`src/rtl/mat_stream_engine.sv`:
```
// mat_stream_engine: walks a dim0 x dim1 row-major matrix and runs ELEM, SCAL, TRANS or RSUM,
// driving an external fixed-latency FU and writing results back to memory.
// Optional feature: define PERF_CNT_EN to add the perf_cycles busy-cycle counter output.
module mat_stream_engine #(
  parameter int unsigned DATA_W = 32,
  parameter int unsigned ADDR_W = 12,
  parameter int unsigned DIM_W  = 6,
  parameter int unsigned FU_LAT = 7
) (
  input  logic              clock,
  input  logic              reset,
  input  logic              start,
  input  logic [2:0]        op,
  input  logic [DIM_W-1:0]  dim0,
  input  logic [DIM_W-1:0]  dim1,
  input  logic [ADDR_W-1:0] base_a,
  input  logic [ADDR_W-1:0] base_b,
  input  logic [ADDR_W-1:0] base_c,
  input  logic [DATA_W-1:0] scalar,
  output logic              busy,
  output logic              done,
  output logic              err,
  output logic              rd_en,
  output logic [ADDR_W-1:0] rd_addr_a,
  output logic [ADDR_W-1:0] rd_addr_b,
  input  logic [DATA_W-1:0] rd_data_a,
  input  logic [DATA_W-1:0] rd_data_b,
  output logic              wr_en,
  output logic [ADDR_W-1:0] wr_addr,
  output logic [DATA_W-1:0] wr_data,
  output logic              fu_valid,
  output logic [DATA_W-1:0] fu_a,
  output logic [DATA_W-1:0] fu_b,
  input  logic [DATA_W-1:0] fu_res
`ifdef PERF_CNT_EN
  ,
  output logic [31:0]       perf_cycles
`endif
);

  localparam logic [2:0]  OpElem  = 3'd1;
  localparam logic [2:0]  OpScal  = 3'd2;
  localparam logic [2:0]  OpTrans = 3'd3;
  localparam logic [2:0]  OpRsum  = 3'd4;
  localparam int unsigned CntW    = $clog2(FU_LAT + 1) + 1;

  typedef enum logic [2:0] {StIdle, StIssue, StDrain, StDone, StRload, StRwait, StRwrite} state_e;

  state_e              state_q, state_d;
  logic [2:0]          op_q, op_d;
  logic [DIM_W-1:0]    dim0_q, dim0_d, dim1_q, dim1_d, i_q, i_d, j_q, j_d;
  logic [ADDR_W-1:0]   base_a_q, base_a_d, base_b_q, base_b_d, base_c_q, base_c_d;
  logic [ADDR_W-1:0]   k_q, k_d, tk_q, tk_d;  // tk = j*dim0+i, the transposed offset
  logic [DATA_W-1:0]   scalar_q, scalar_d, acc_q, acc_d;
  logic [CntW-1:0]     cnt_q, cnt_d;
  logic                err_q, err_d;
  logic [FU_LAT:0]     pipe_vld_q, pipe_vld_d;
  logic [ADDR_W-1:0]   pipe_addr_q [FU_LAT+1];
  logic [ADDR_W-1:0]   pipe_addr_d [FU_LAT+1];
  logic                pipe_in_vld;
  logic [ADDR_W-1:0]   pipe_in_addr;
  logic                op_pipe, op_trans, last_row, last_col;

  assign op_pipe  = (op_q == OpElem) || (op_q == OpScal);
  assign op_trans = (op_q == OpTrans);
  assign last_row = (i_q == dim0_q - DIM_W'(1));
  assign last_col = (j_q == dim1_q - DIM_W'(1));

  // Next-state, counter sequencing and all strobes/buses (zero unless their strobe is high).
  always_comb begin
    state_d      = state_q;
    op_d         = op_q;
    dim0_d       = dim0_q;
    dim1_d       = dim1_q;
    base_a_d     = base_a_q;
    base_b_d     = base_b_q;
    base_c_d     = base_c_q;
    scalar_d     = scalar_q;
    err_d        = err_q;
    i_d          = i_q;
    j_d          = j_q;
    k_d          = k_q;
    tk_d         = tk_q;
    acc_d        = acc_q;
    cnt_d        = cnt_q;
    pipe_in_vld  = 1'b0;
    pipe_in_addr = '0;
    busy         = 1'b0;
    done         = 1'b0;
    err          = 1'b0;
    rd_en        = 1'b0;
    rd_addr_a    = '0;
    rd_addr_b    = '0;
    wr_en        = 1'b0;
    wr_addr      = '0;
    wr_data      = '0;
    fu_valid     = 1'b0;
    fu_a         = '0;
    fu_b         = '0;

    case (state_q)
      StIdle: begin
        if (start) begin
          op_d     = op;
          dim0_d   = dim0;
          dim1_d   = dim1;
          base_a_d = base_a;
          base_b_d = base_b;
          base_c_d = base_c;
          scalar_d = scalar;
          i_d      = '0;
          j_d      = '0;
          k_d      = '0;
          tk_d     = '0;
          if ((op == 3'd0) || (op > OpRsum) || (dim0 == '0) || (dim1 == '0)) begin
            err_d   = 1'b1;
            state_d = StDone;
          end else begin
            err_d   = 1'b0;
            state_d = (op == OpRsum) ? StRload : StIssue;
          end
        end
      end
      StIssue: begin
        busy         = 1'b1;
        rd_en        = 1'b1;
        pipe_in_vld  = 1'b1;
        pipe_in_addr = base_c_q + (op_trans ? tk_q : k_q);
        k_d          = k_q + ADDR_W'(1);
        if (last_col) begin
          j_d  = '0;
          i_d  = i_q + DIM_W'(1);
          tk_d = ADDR_W'(i_q) + ADDR_W'(1);
        end else begin
          j_d  = j_q + DIM_W'(1);
          tk_d = tk_q + ADDR_W'(dim0_q);
        end
        if (last_row && last_col) state_d = StDrain;
      end
      StDrain: begin
        busy = 1'b1;
        // Empty next cycle once only the exiting stage (or a TRANS stage 0) still holds data.
        if (op_trans || (pipe_vld_q[FU_LAT-1:0] == '0)) state_d = StDone;
      end
      StDone: begin
        done    = 1'b1;
        err     = err_q;
        state_d = StIdle;
      end
      StRload: begin
        busy    = 1'b1;
        rd_en   = 1'b1;
        k_d     = k_q + ADDR_W'(1);
        cnt_d   = '0;
        state_d = StRwait;
      end
      StRwait: begin
        busy = 1'b1;
        if (cnt_q == '0) begin
          if (j_q == '0) begin
            acc_d = rd_data_a;
            if (last_col) begin
              state_d = StRwrite;
            end else begin
              j_d     = j_q + DIM_W'(1);
              state_d = StRload;
            end
          end else begin
            fu_valid = 1'b1;
            fu_a     = acc_q;
            fu_b     = rd_data_a;
            cnt_d    = CntW'(1);
          end
        end else if (cnt_q == CntW'(FU_LAT)) begin
          acc_d = fu_res;
          if (last_col) begin
            state_d = StRwrite;
          end else begin
            j_d     = j_q + DIM_W'(1);
            state_d = StRload;
          end
        end else begin
          cnt_d = cnt_q + CntW'(1);
        end
      end
      StRwrite: begin
        busy    = 1'b1;
        wr_en   = 1'b1;
        wr_addr = base_c_q + ADDR_W'(i_q);
        wr_data = acc_q;
        if (last_row) begin
          state_d = StDone;
        end else begin
          i_d     = i_q + DIM_W'(1);
          j_d     = '0;
          state_d = StRload;
        end
      end
      default: state_d = StIdle;
    endcase

    if (rd_en) begin
      rd_addr_a = base_a_q + k_q;
      rd_addr_b = base_b_q + k_q;
    end

    // Pipelined issue: data read last cycle goes to the FU (ELEM/SCAL) or straight out (TRANS).
    if (op_pipe && pipe_vld_q[0]) begin
      fu_valid = 1'b1;
      fu_a     = rd_data_a;
      fu_b     = (op_q == OpScal) ? scalar_q : rd_data_b;
    end
    if (op_trans && pipe_vld_q[0]) begin
      wr_en   = 1'b1;
      wr_addr = pipe_addr_q[0];
      wr_data = rd_data_a;
    end else if (op_pipe && pipe_vld_q[FU_LAT]) begin
      wr_en   = 1'b1;
      wr_addr = pipe_addr_q[FU_LAT];
      wr_data = fu_res;
    end
  end

  // Write-address/valid shift pipeline; TRANS retires from stage 0 so it never shifts onward.
  always_comb begin
    pipe_vld_d     = pipe_vld_q;
    pipe_addr_d    = pipe_addr_q;
    pipe_vld_d[0]  = pipe_in_vld;
    pipe_addr_d[0] = pipe_in_addr;
    for (int n = 1; n <= int'(FU_LAT); n++) begin
      pipe_vld_d[n]  = pipe_vld_q[n-1] && !op_trans;
      pipe_addr_d[n] = pipe_addr_q[n-1];
    end
  end

  // State, command and counter registers.
  always_ff @(posedge clock or posedge reset) begin
    if (reset) begin
      state_q  <= StIdle;
      op_q     <= '0;
      dim0_q   <= '0;
      dim1_q   <= '0;
      base_a_q <= '0;
      base_b_q <= '0;
      base_c_q <= '0;
      scalar_q <= '0;
      err_q    <= 1'b0;
      i_q      <= '0;
      j_q      <= '0;
      k_q      <= '0;
      tk_q     <= '0;
      acc_q    <= '0;
      cnt_q    <= '0;
    end else begin
      state_q  <= state_d;
      op_q     <= op_d;
      dim0_q   <= dim0_d;
      dim1_q   <= dim1_d;
      base_a_q <= base_a_d;
      base_b_q <= base_b_d;
      base_c_q <= base_c_d;
      scalar_q <= scalar_d;
      err_q    <= err_d;
      i_q      <= i_d;
      j_q      <= j_d;
      k_q      <= k_d;
      tk_q     <= tk_d;
      acc_q    <= acc_d;
      cnt_q    <= cnt_d;
    end
  end

  // Pipeline registers; reset flushes in-flight writes.
  always_ff @(posedge clock or posedge reset) begin
    if (reset) begin
      pipe_vld_q <= '0;
      for (int n = 0; n <= int'(FU_LAT); n++) pipe_addr_q[n] <= '0;
    end else begin
      pipe_vld_q  <= pipe_vld_d;
      pipe_addr_q <= pipe_addr_d;
    end
  end

`ifdef PERF_CNT_EN
  logic [31:0] perf_q, perf_d;

  // Busy-cycle counter: cleared on accept, held once idle.
  always_comb begin
    perf_d = perf_q;
    if (state_q == StIdle && start) perf_d = '0;
    else if (busy)                  perf_d = perf_q + 32'd1;
  end

  // Counter register.
  always_ff @(posedge clock or posedge reset) begin
    if (reset) perf_q <= '0;
    else       perf_q <= perf_d;
  end

  assign perf_cycles = perf_q;
`endif

endmodule

```
`config.mk`:
```
export PLATFORM = sky130hd
export DESIGN_NAME = mat_stream_engine
export DESIGN_NICKNAME = d
export VERILOG_FILES = /design/src/rtl/mat_stream_engine.sv
export SDC_FILE = /design/constraint.sdc
export NUM_CORES = 1
export LEC_CHECK = 0
export CORE_MARGIN = 2
export CORE_UTILIZATION = 29
export DETAILED_ROUTE_END_ITERATION = 8
export DONT_BUFFER_PORTS = 1
export GPL_ROUTABILITY_DRIVEN = 0
export SYNTH_ARGS = -nofsm -noshare
export SYNTH_HDL_FRONTEND = slang
export SYNTH_SLANG_ARGS = --single-unit
```
`constraint.sdc`:
```
create_clock -name clock -period 22.7 [get_ports clock]
set_input_delay 5.675 -clock clock [delete_from_list [all_inputs] [get_ports clock]]
set_output_delay 5.675 -clock clock [all_outputs]
set_load 0.01 [all_outputs]
```
**After elaboration in Yosys (flattened, before gate mapping)**

Cells that the tools add are included.

- Add/subtract/negate cells: 12
- Multipliers: 0
- Multiplexer cells: 65
- Bitwise gates (word level): 0
- Shift operators: 0
- Divide/modulo/power cells: 0
- Magnitude comparators: 1
- Reductions and logical operators: 40
- Eq/ne operators: 23

Operators with widths:

| kind | number |
|---|---|
| 32-bit two-way mux | 15 |
| 12-bit two-way mux | 9 |
| 6-bit two-way mux | 9 |
| 12-bit one-hot mux with 2 select lines | 2 |
| 12-bit adder | 3 |
| 3-bit two-way mux | 9 |
| 12-bit by 6-bit adder with 12-bit output | 2 |
| 6-bit one-hot mux with 4 select lines | 1 |
| 6-bit zero test | 3 |
| 3-bit one-hot mux with 6 select lines | 1 |
| 6-bit one-hot mux with 3 select lines | 1 |
| 1-bit two-way mux | 13 |
| 12-bit by 1-bit adder with 12-bit output, second input constant | 1 |
| 6-bit by 1-bit adder with 6-bit output, second input constant | 2 |
| 3-bit by 2-bit equality test with 1-bit output, second input constant | 4 |
| 3-bit equality test, second input constant | 4 |
| 6-bit equality test | 2 |
| 4-bit two-way mux | 3 |
| 3-bit != test, second input constant | 4 |
| 6-bit by 1-bit subtractor with 6-bit output, second input constant | 2 |
| 1-bit logical AND | 11 |
| 2-bit != test, second input constant | 5 |
| 5-bit AND reduction | 2 |
| 4-bit one-hot mux with 2 select lines | 1 |
| other kinds (20) | 32 |

- Memories: 0
- Memory bits (read-only): 0
- Word-level logic and storage cells: 165
- Bits of input ports: 182
- Bits in latches: 0
- RAM bits: 0
- Register bits: 263
- Output and inout bits: 138

**Longest topological paths before layout**

Gate-level depths: netlist (run 1).

- Depth after elaboration: 7
- Mapped depth: 15
- Gate-level depth less buffers: 13

**Worst setup path after synthesis (run 1)**

No wires, ideal clock.

- Path type: input port to output port
- From: input port rd_data_b[10]
- To: output port fu_b[10]
- Arrival: 6.112 ns
- Required time: 17.025 ns
- Cell stages on the path: 2
- Setup slack: 10.913 ns
- Path buffers: 0
- Path through: mux2i_1 > a211oi_1

- Word-level cells in the longest chain between the ends: 2

Ends and longest elaborated chain:

| item | RTL line | text |
|---|---|---|
| start, declared | 27 | `input logic [DATA_W-1:0] rd_data_b,` |
| 32-bit two-way mux | 211 | `fu_b = (op_q == OpScal) ? scalar_q : rd_data_b;` |
| 32-bit two-way mux | 208 | `if (op_pipe && pipe_vld_q[0]) begin` |
| end, declared | 33 | `output logic [DATA_W-1:0] fu_b,` |

No other way between the ends.

**Worst setup path after layout (run 1)**

- From: input port rd_data_b[25]
- To: output port fu_b[25]

Same word-level chain as after synthesis.

==> impl_metrics.csv, run 1 <==
group,metric,value,unit
placed_design,port_buffers,0,
setup_path,endpoint_kind,"output pin",
floorplanning,ios,320,
cells_and_area,fin_nets,1874,
synth,postSynthCellCount,1676,
sta,tightest_slew,1.187,ns
floorplanning,die_w,226.5,um
floorplanning,fp.dieArea,51320,um^2
detailed_routing,firstDrtPassIters,7,
cts,cts.reportedPaths.clkPinSlew,0.06,ns
sta,hold_viol,0,
cells_and_area,fin_cells,2324,
setup_path,startpoint_type,"input port",
grt,gr-usage-all-layers,0.1687,
synth,synthFlopType,"dfrtp_1",
detailed_routing,vias,11790,
cts,cts_sinks,263,
synth,ys_ff_latch,263,
setup_path,crit_path_end,"fu_b[25]",
cells_and_area,layout-drive-gt1-share,0.05489,
cts,clk_latency,0.55,ns
synth,yosysTopAreaCell,"dfrtp_1",
cts,cts-buffers-inserted,34,
cts,clk_path_buf_depth,3,
sta,slew_viol_final,0,
power,max-vdd-ir-drop,0.03940,mV
synth,synth_edf_count,0,
power,powerDensity,65.49,nW/um^2
detailed_routing,viasPerCell,5.072,
setup_path,reg2reg_to,"pipe_addr_d[83]",
placed_design,dp_cells,2261,
synth,avgSynthCellArea,8.570,um^2
cts,h-tree-depth,2,
floorplanning,initial_core_util,0.2934,
setup_path,required,17.02,ns
synth,synthTopCellsByCount,"464 x nand2_1, 263 x dfrtp_1, 149 x nor2_1",
setup_path,slowest_delay,0.87,ns
setup_path,ff2ff_path_depth,11,
power,p_leak,0.007465,uW
cells_and_area,n_fill_cell,5115,
cells_and_area,fin_area,16150,um^2
placed_design,place_area,14980,um^2
status,run_status,"complete, no violations",
detailed_routing,postRouteAntennaNets,0,
synth,synth_fp_nets,1917,
synth,synth_top_area_frac,0.4582,
sta,max_freq,81.42,MHz
cts,post-cts-setup-buffer-count,0,
sta,rsz0062_at_grt,"no",
sta,slew-limit-headroom,0.2084,
setup_path,worst-path-max-fanout,1,
setup_path,cp_top_family,"compound AO/OA/AOI/OAI gates",
detailed_routing,drc,0,
sta,finalCriticalPeriod,12.28,ns
run,cap_violations,0,
setup_path,cp_cell_sequence,"mux2i_1 > a211oi_1",
setup_path,r2r_slack,19.26,ns
floorplanning,die_h,226.5,um
setup_path,critical_path_buf_inv_count,0,
grt,antenna_found_initial,2,
grt,grt_max_degree,119,
synth,async_reset_ff_frac,1.000,
setup_path,crit_start,"rd_data_b[25]",
setup_path,r2r_start,"op_q[2]",
sta,clock_skew,0.02337,ns
sta,setup_viol,0,
synth,syn_area,14360,um^2
cells_and_area,area_growth,12.42,%
cts,root_buffer,"clkbuf_16",
floorplanning,core_area,48950,um^2
setup_path,arrival,6.61,ns
hold_path,hold_path.class,"reg2reg",
synth,netlist_top_cells_area,"dfrtp_1 46%, nand2_1 12%, mux2i_1 4.9%",
setup_path,cp.depth,2,
cts,hold_buffers,0,
detailed_routing,wl_per_cell,19.05,um
detailed_routing,drtIter0Drc,720,
detailed_routing,routed_wl,44280,um
setup_path,critPathKind,"in2out",
synth,yosys.cell_count.top_type,"nand2_1",
synth,ys_types,64,
setup_path,cp_slowest_cell,"a211oi_1",
grt,grt_pass1_vias,11570,
grt,grt_pass1_wl,66510,um
synth,ys_seq_area_frac,0.4582,
synth,yosysWarnings,0,
grt,overflow,0,
sta,hold_ws,0.3447,ns
cts,cts_resized,0,
cts,cts_tree,"built",
sta,period_share,0.5410,
floorplanning,row_count,81,
placed_design,detailed_place_hpwl,31030,um
sta,setup_tns,0,ns
## per-stage QoR
step	power, uW	utilization	setup slack, ns
after floorplan	497.0	-	9.785
after global placement	502.6	0.3060	10.60
after detailed placement	503.3	0.3060	10.61
after CTS	1077	0.3298	10.61
after global routing	1101	0.3299	10.41
final	1057	0.3299	10.42
## power by group
group          total, uW  switching [uW]  leakage (uW)  internal, uW
registers            474            2.30       0.00344           472
logic               20.0            14.8       0.00345          5.21
clock network        563             220      0.000573           343
total               1060             237       0.00746           820
## layer usage
metal / vias up / GRT usage / share of wire / wire, um
li1: 5625 / - / - / -
met1: 5629 / 0.1982 / 0.41 / 18060
met2: 453 / 0.2887 / 0.47 / 20930
met3: 80 / 0.04432 / 0.080 / 3555
met4: 0 / 0.07555 / 0.039 / 1729
met5: - / 0 / 0 / 0
## state kept, by name, indices dropped and copies added (netlist names)
name	count
base_b_q	12
op_q	3
acc_q	32
j_q	6
dim0_q	6
tk_q	12
pipe_addr_d	84
scalar_q	32
state_q	3
cnt_q	4
base_c_q	12
i_q	6
pipe_vld_q	8
pipe_addr_q	12
dim1_q	6
base_a_q	12
k_q	12
err_q	1
## worst min-delay path by stage
stage	start	end	slack, ns	cells after the start
after global placement	pipe_addr_d[48]	pipe_addr_d[36]	0.33	0
after floorplan	pipe_addr_d[12]	pipe_addr_d[0]	0.33	0
after CTS	pipe_addr_d[54]	pipe_addr_d[42]	0.35	0
after detailed placement	pipe_addr_d[44]	pipe_addr_d[32]	0.33	0
final	pipe_addr_d[54]	pipe_addr_d[42]	0.34	0
after global routing	pipe_addr_d[60]	pipe_addr_d[48]	0.35	0
## worst reg2reg max path: stages (launching register included)
cell      delay (ns)
dfrtp_1         0.44
and3b_1         0.70
nor2_1          0.15
a21o_1          0.22
ha_1            0.27
a21o_1          0.18
a21o_1          0.21
a2111o_1        0.45
a311o_1         0.27
a21oi_1         0.17
xnor2_1         0.15
nor2_1          0.07
## final cells by class
type | instances | area [um^2] | area share
diodes | 2 | 5.005 | 0.0003100
clock buffers | 45 | 943.4 | 0.05843
clock inverters | 16 | 221.5 | 0.01372
inverters | 40 | 157.7 | 0.009764
multi-input cells | 1283 | 7325 | 0.4536
flip-flops and latches | 263 | 6581 | 0.4076
well taps | 664 | 830.8 | 0.05145
repair buffers | 11 | 82.58 | 0.005114
## cells by family after synthesis
logic type	count (synthesis)	synth area share
xor+xnor	62	0.03781
flops	263	0.4582
buf+inv	130	0.03563
mux	70	0.04878
compound gates	321	0.1422
simple gates	771	0.2234
fa+ha+maj	59	0.05401
## layout by cell type (no fill, tap or decap), types with 5 or more instances in the layout
cell and count:
nand2_1 460, inv_1 37, nor2_1 148, and2_1 9
clkinv_2 5, clkbuf_16 35, xor2_1 24, o31ai_1 5
nand3_1 62, clkbuf_1 7, ha_1 54, o21a_1 14
a211oi_1 33, buf_4 11, o21ai_0 85, nor2b_1 10
and3_1 7, fa_1 5, dfrtp_1 263, o22ai_1 7
mux2i_1 70, xnor2_1 38, a31oi_1 44, nor3_1 36
a21oi_1 78, a21o_1 17
No activity file was read; power rests on OpenSTA's default activity.
==> run 2: changes to the inputs <==
--- a/config.mk
+++ b/config.mk
@@ -5,6 +5,7 @@
 export SDC_FILE = /design/constraint.sdc
 export NUM_CORES = 1
 export LEC_CHECK = 0
+export ABC_AREA = 1
 export CORE_MARGIN = 2
 export CORE_UTILIZATION = 29
 export DETAILED_ROUTE_END_ITERATION = 8
==> constraint.sdc (replaced) <==
create_clock -name clock -period 10.2 [get_ports clock]
set_input_delay 2.55 -clock clock [delete_from_list [all_inputs] [get_ports clock]]
set_output_delay 2.55 -clock clock [all_outputs]
set_load 0.01 [all_outputs]
==> run 2 against run 1 <==
Cell count is 13% higher. Sequential power grew to 3.6 times the previous value. Combinational power grew to 84 times the previous value. Via count is 11% higher. Clock power is 130% higher. Area after synthesis is 4.1% higher. Design area is 3.6% higher. Flip-flop and latch count stayed put. Hold slack worse by 0.0067 ns. Die area is 4.1% higher. Critical endpoint is now wr_data[23]. Largest cell class unchanged.
==> impl_metrics.csv, run 2 <==
group,metric,value,unit
detailed_routing,routed_wl,47810,um
cts,cts_tree,"built",
sta,setup_viol,0,
placed_design,detailed_place_hpwl,33940,um
grt,grt_max_degree,173,
cells_and_area,fin_nets,2157,
sta,max_freq,161.4,MHz
sta,slew-limit-headroom,0.1495,
cells_and_area,n_fill_cell,5406,
floorplanning,ios,320,
cells_and_area,final_cell_mix,"570 x nand2_1, 263 x dfrtp_1, 205 x o21ai_0, 189 x inv_1, 164 x nor2_1",
setup_path,arrival,3.64,ns
detailed_routing,vias,13100,
placed_design,port_buffers,0,
cts,root_buffer,"clkbuf_16",
cells_and_area,multi_input_area,7229,um^2
detailed_routing,wl_per_cell,18.24,um
run,cap_violations,0,
cts,h-tree-depth,2,
synth,yosysWarnings,0,
power,p_leak,0.008176,uW
floorplanning,core_area,51200,um^2
cts,post-cts-setup-buffer-count,0,
floorplanning,fp.dieArea,53410,um^2
setup_path,critPathKind,"reg2out",
grt,grt_pass1_wl,72650,um
cts,hold_buffers,0,
synth,yosys.cell_count.top_type,"nand2_1",
sta,tightest_slew,1.276,ns
synth,ys_seq_area_frac,0.4400,
cells_and_area,layout-drive-gt1-share,0.06698,
cells_and_area,regArea,6581,um^2
setup_path,ff2ff_path_depth,9,
sta,rsz0062_at_grt,"no",
grt,gr-usage-all-layers,0.1746,
synth,avgSynthCellArea,7.654,um^2
hold_path,hold_path.class,"reg2reg",
detailed_routing,firstDrtPassIters,5,
floorplanning,die_w,231.1,um
setup_path,endpoint_kind,"output pin",
synth,ys_types,46,
cells_and_area,largest_reg_flops,84,
synth,synth_fp_nets,2195,
cts,cts_sinks,263,
status,run_status,"complete, no violations",
cts,clk_path_buf_depth,3,
setup_path,worst-path-max-fanout,65,
detailed_routing,drc,0,
synth,synthFlopType,"dfrtp_1",
cells_and_area,layout_commonest_cell,"nand2_1",
cts,cts-buffers-inserted,34,
floorplanning,initial_core_util,0.2921,
sta,clock_skew,0.01345,ns
cts,clk_latency,0.54,ns
sta,hold_viol,0,
floorplanning,die_h,231.1,um
grt,antenna_found_initial,0,
setup_path,startpoint_type,"flip-flop",
sta,setup_tns,0,ns
synth,netlist_top_cells_area,"dfrtp_1 44%, nand2_1 14%, o21ai_0 6.9%",
power,max-vdd-ir-drop,0.1584,mV
synth,yosysTopAreaCell,"dfrtp_1",
detailed_routing,viasPerCell,4.996,
sta,period_share,0.6073,
cts,cts.reportedPaths.clkPinSlew,0.06,ns
grt,overflow,0,
power,powerDensity,280.7,nW/um^2
cts,cts_resized,0,
synth,ys_ff_latch,263,
grt,grt_pass1_vias,12340,
floorplanning,row_count,83,
synth,async_reset_ff_frac,1.000,
hold_path,hold_path_depth,0,
cells_and_area,fin_util,0.3267,
cells_and_area,area_growth,11.82,%
synth,postSynthCellCount,1954,
synth,synth_edf_count,0,
sta,slew_viol_final,0,
cells_and_area,antenna_cells,0,
detailed_routing,postRouteAntennaNets,0,
synth,syn_area,14960,um^2
setup_path,required,7.65,ns
detailed_routing,drtIter0Drc,755,
synth,synth_top_area_frac,0.4400,
synth,synthTopCellsByCount,"570 x nand2_1, 263 x dfrtp_1, 205 x o21ai_0",
sta,finalCriticalPeriod,6.194,ns
-- run 2: cell count changes after synthesis, moves of 31 or more --
| cell | previous run | this run |
|---|---|---|
| clkbuf_1 | 72 | 38 |
| inv_1 | 38 | 192 |
| mux2i_1 | 70 | 0 |
| nand2_1 | 464 | 570 |
| nand3_1 | 62 | 118 |
| o21ai_0 | 85 | 205 |
| xnor2_1 | 38 | 7 |
-- run 2: final timing paths --
kind / slack [ns] / from / end
setup / recovery: 4.01 / op_q[1] / wr_data[23]
hold / removal: 0.34 / pipe_addr_d[21] / pipe_addr_d[9]
setup reg to reg: 6.53 / cnt_q[0] / acc_q[0]
hold reg to reg: 0.34 / pipe_addr_d[21] / pipe_addr_d[9]
max in group asynchronous: 6.82 / reset / j_q[4]
min in group asynchronous: 1.96 / reset / scalar_q[22]
-- run 2: layer usage --
layer	vias to the layer above	global-route usage	wire length [um]	share of wire
li1	6296	-	-	-
met1	6196	0.2060	19310	0.40
met5	-	0	0	0
met4	0	0.06290	1657	0.035
met3	95	0.05684	4291	0.090
met2	508	0.2965	22560	0.47
-- run 2: kinds of logic after synthesis --
kind of cell / synth area share
AND/OR/NAND/NOR: 0.2523
AO/OA/AOI/OAI: 0.1391
adder cells (fa/ha/maj): 0.05187
buffers and inverters: 0.07780
multiplexers: 0.01957
flip-flops: 0.4400
XOR/XNOR: 0.01932
-- run 2: through the flow --
stage / instances / setup WS, ns / total power [uW] / cell area (um^2) / hold WS, ns
4_1_cts: 2621 / 3.920 / 4745 / 16720 / 0.3400
3_3_place_gp: 2560 / 4.423 / 3363 / 15530 / 0.3319
5_1_grt: 2621 / 3.701 / 5060 / 16720 / 0.3452
6_report: 2621 / 4.006 / 4694 / 16720 / 0.3380
3_5_place_dp: 2560 / 4.428 / 3430 / 15530 / 0.3347
2_1_floorplan: 1954 / 0.4098 / 2958 / 14960 / 0.3312
-- run 2: power breakdown --
group / total, uW / switching (uW) / leakage (uW) / internal [uW]
sequential: 1730 / 282 / 0.00340 / 1450
clock: 1280 / 475 / 0.000591 / 805
combinational: 1680 / 1150 / 0.00418 / 532
total: 4690 / 1910 / 0.00818 / 2790
-- run 2: layout make-up --
cell class | instances | area share
multi-input combinational | 1403 | 0.4323
timing repair buffer | 10 | 0.005237
tap | 680 | 0.05087
clock buffer | 41 | 0.05551
clock inverter | 20 | 0.01616
inverter | 204 | 0.04646
sequential | 263 | 0.3935
-- run 2: worst max-delay path, cell delays in order (launching register included) --
cell and delay, ns:
dfrtp_1 0.40, nand3_2 0.08, buf_4 0.48, o21ai_1 0.24, nand2_1 0.17, nand2_1 0.23
inv_2 0.75, nand2_1 0.37, a31oi_1 0.35
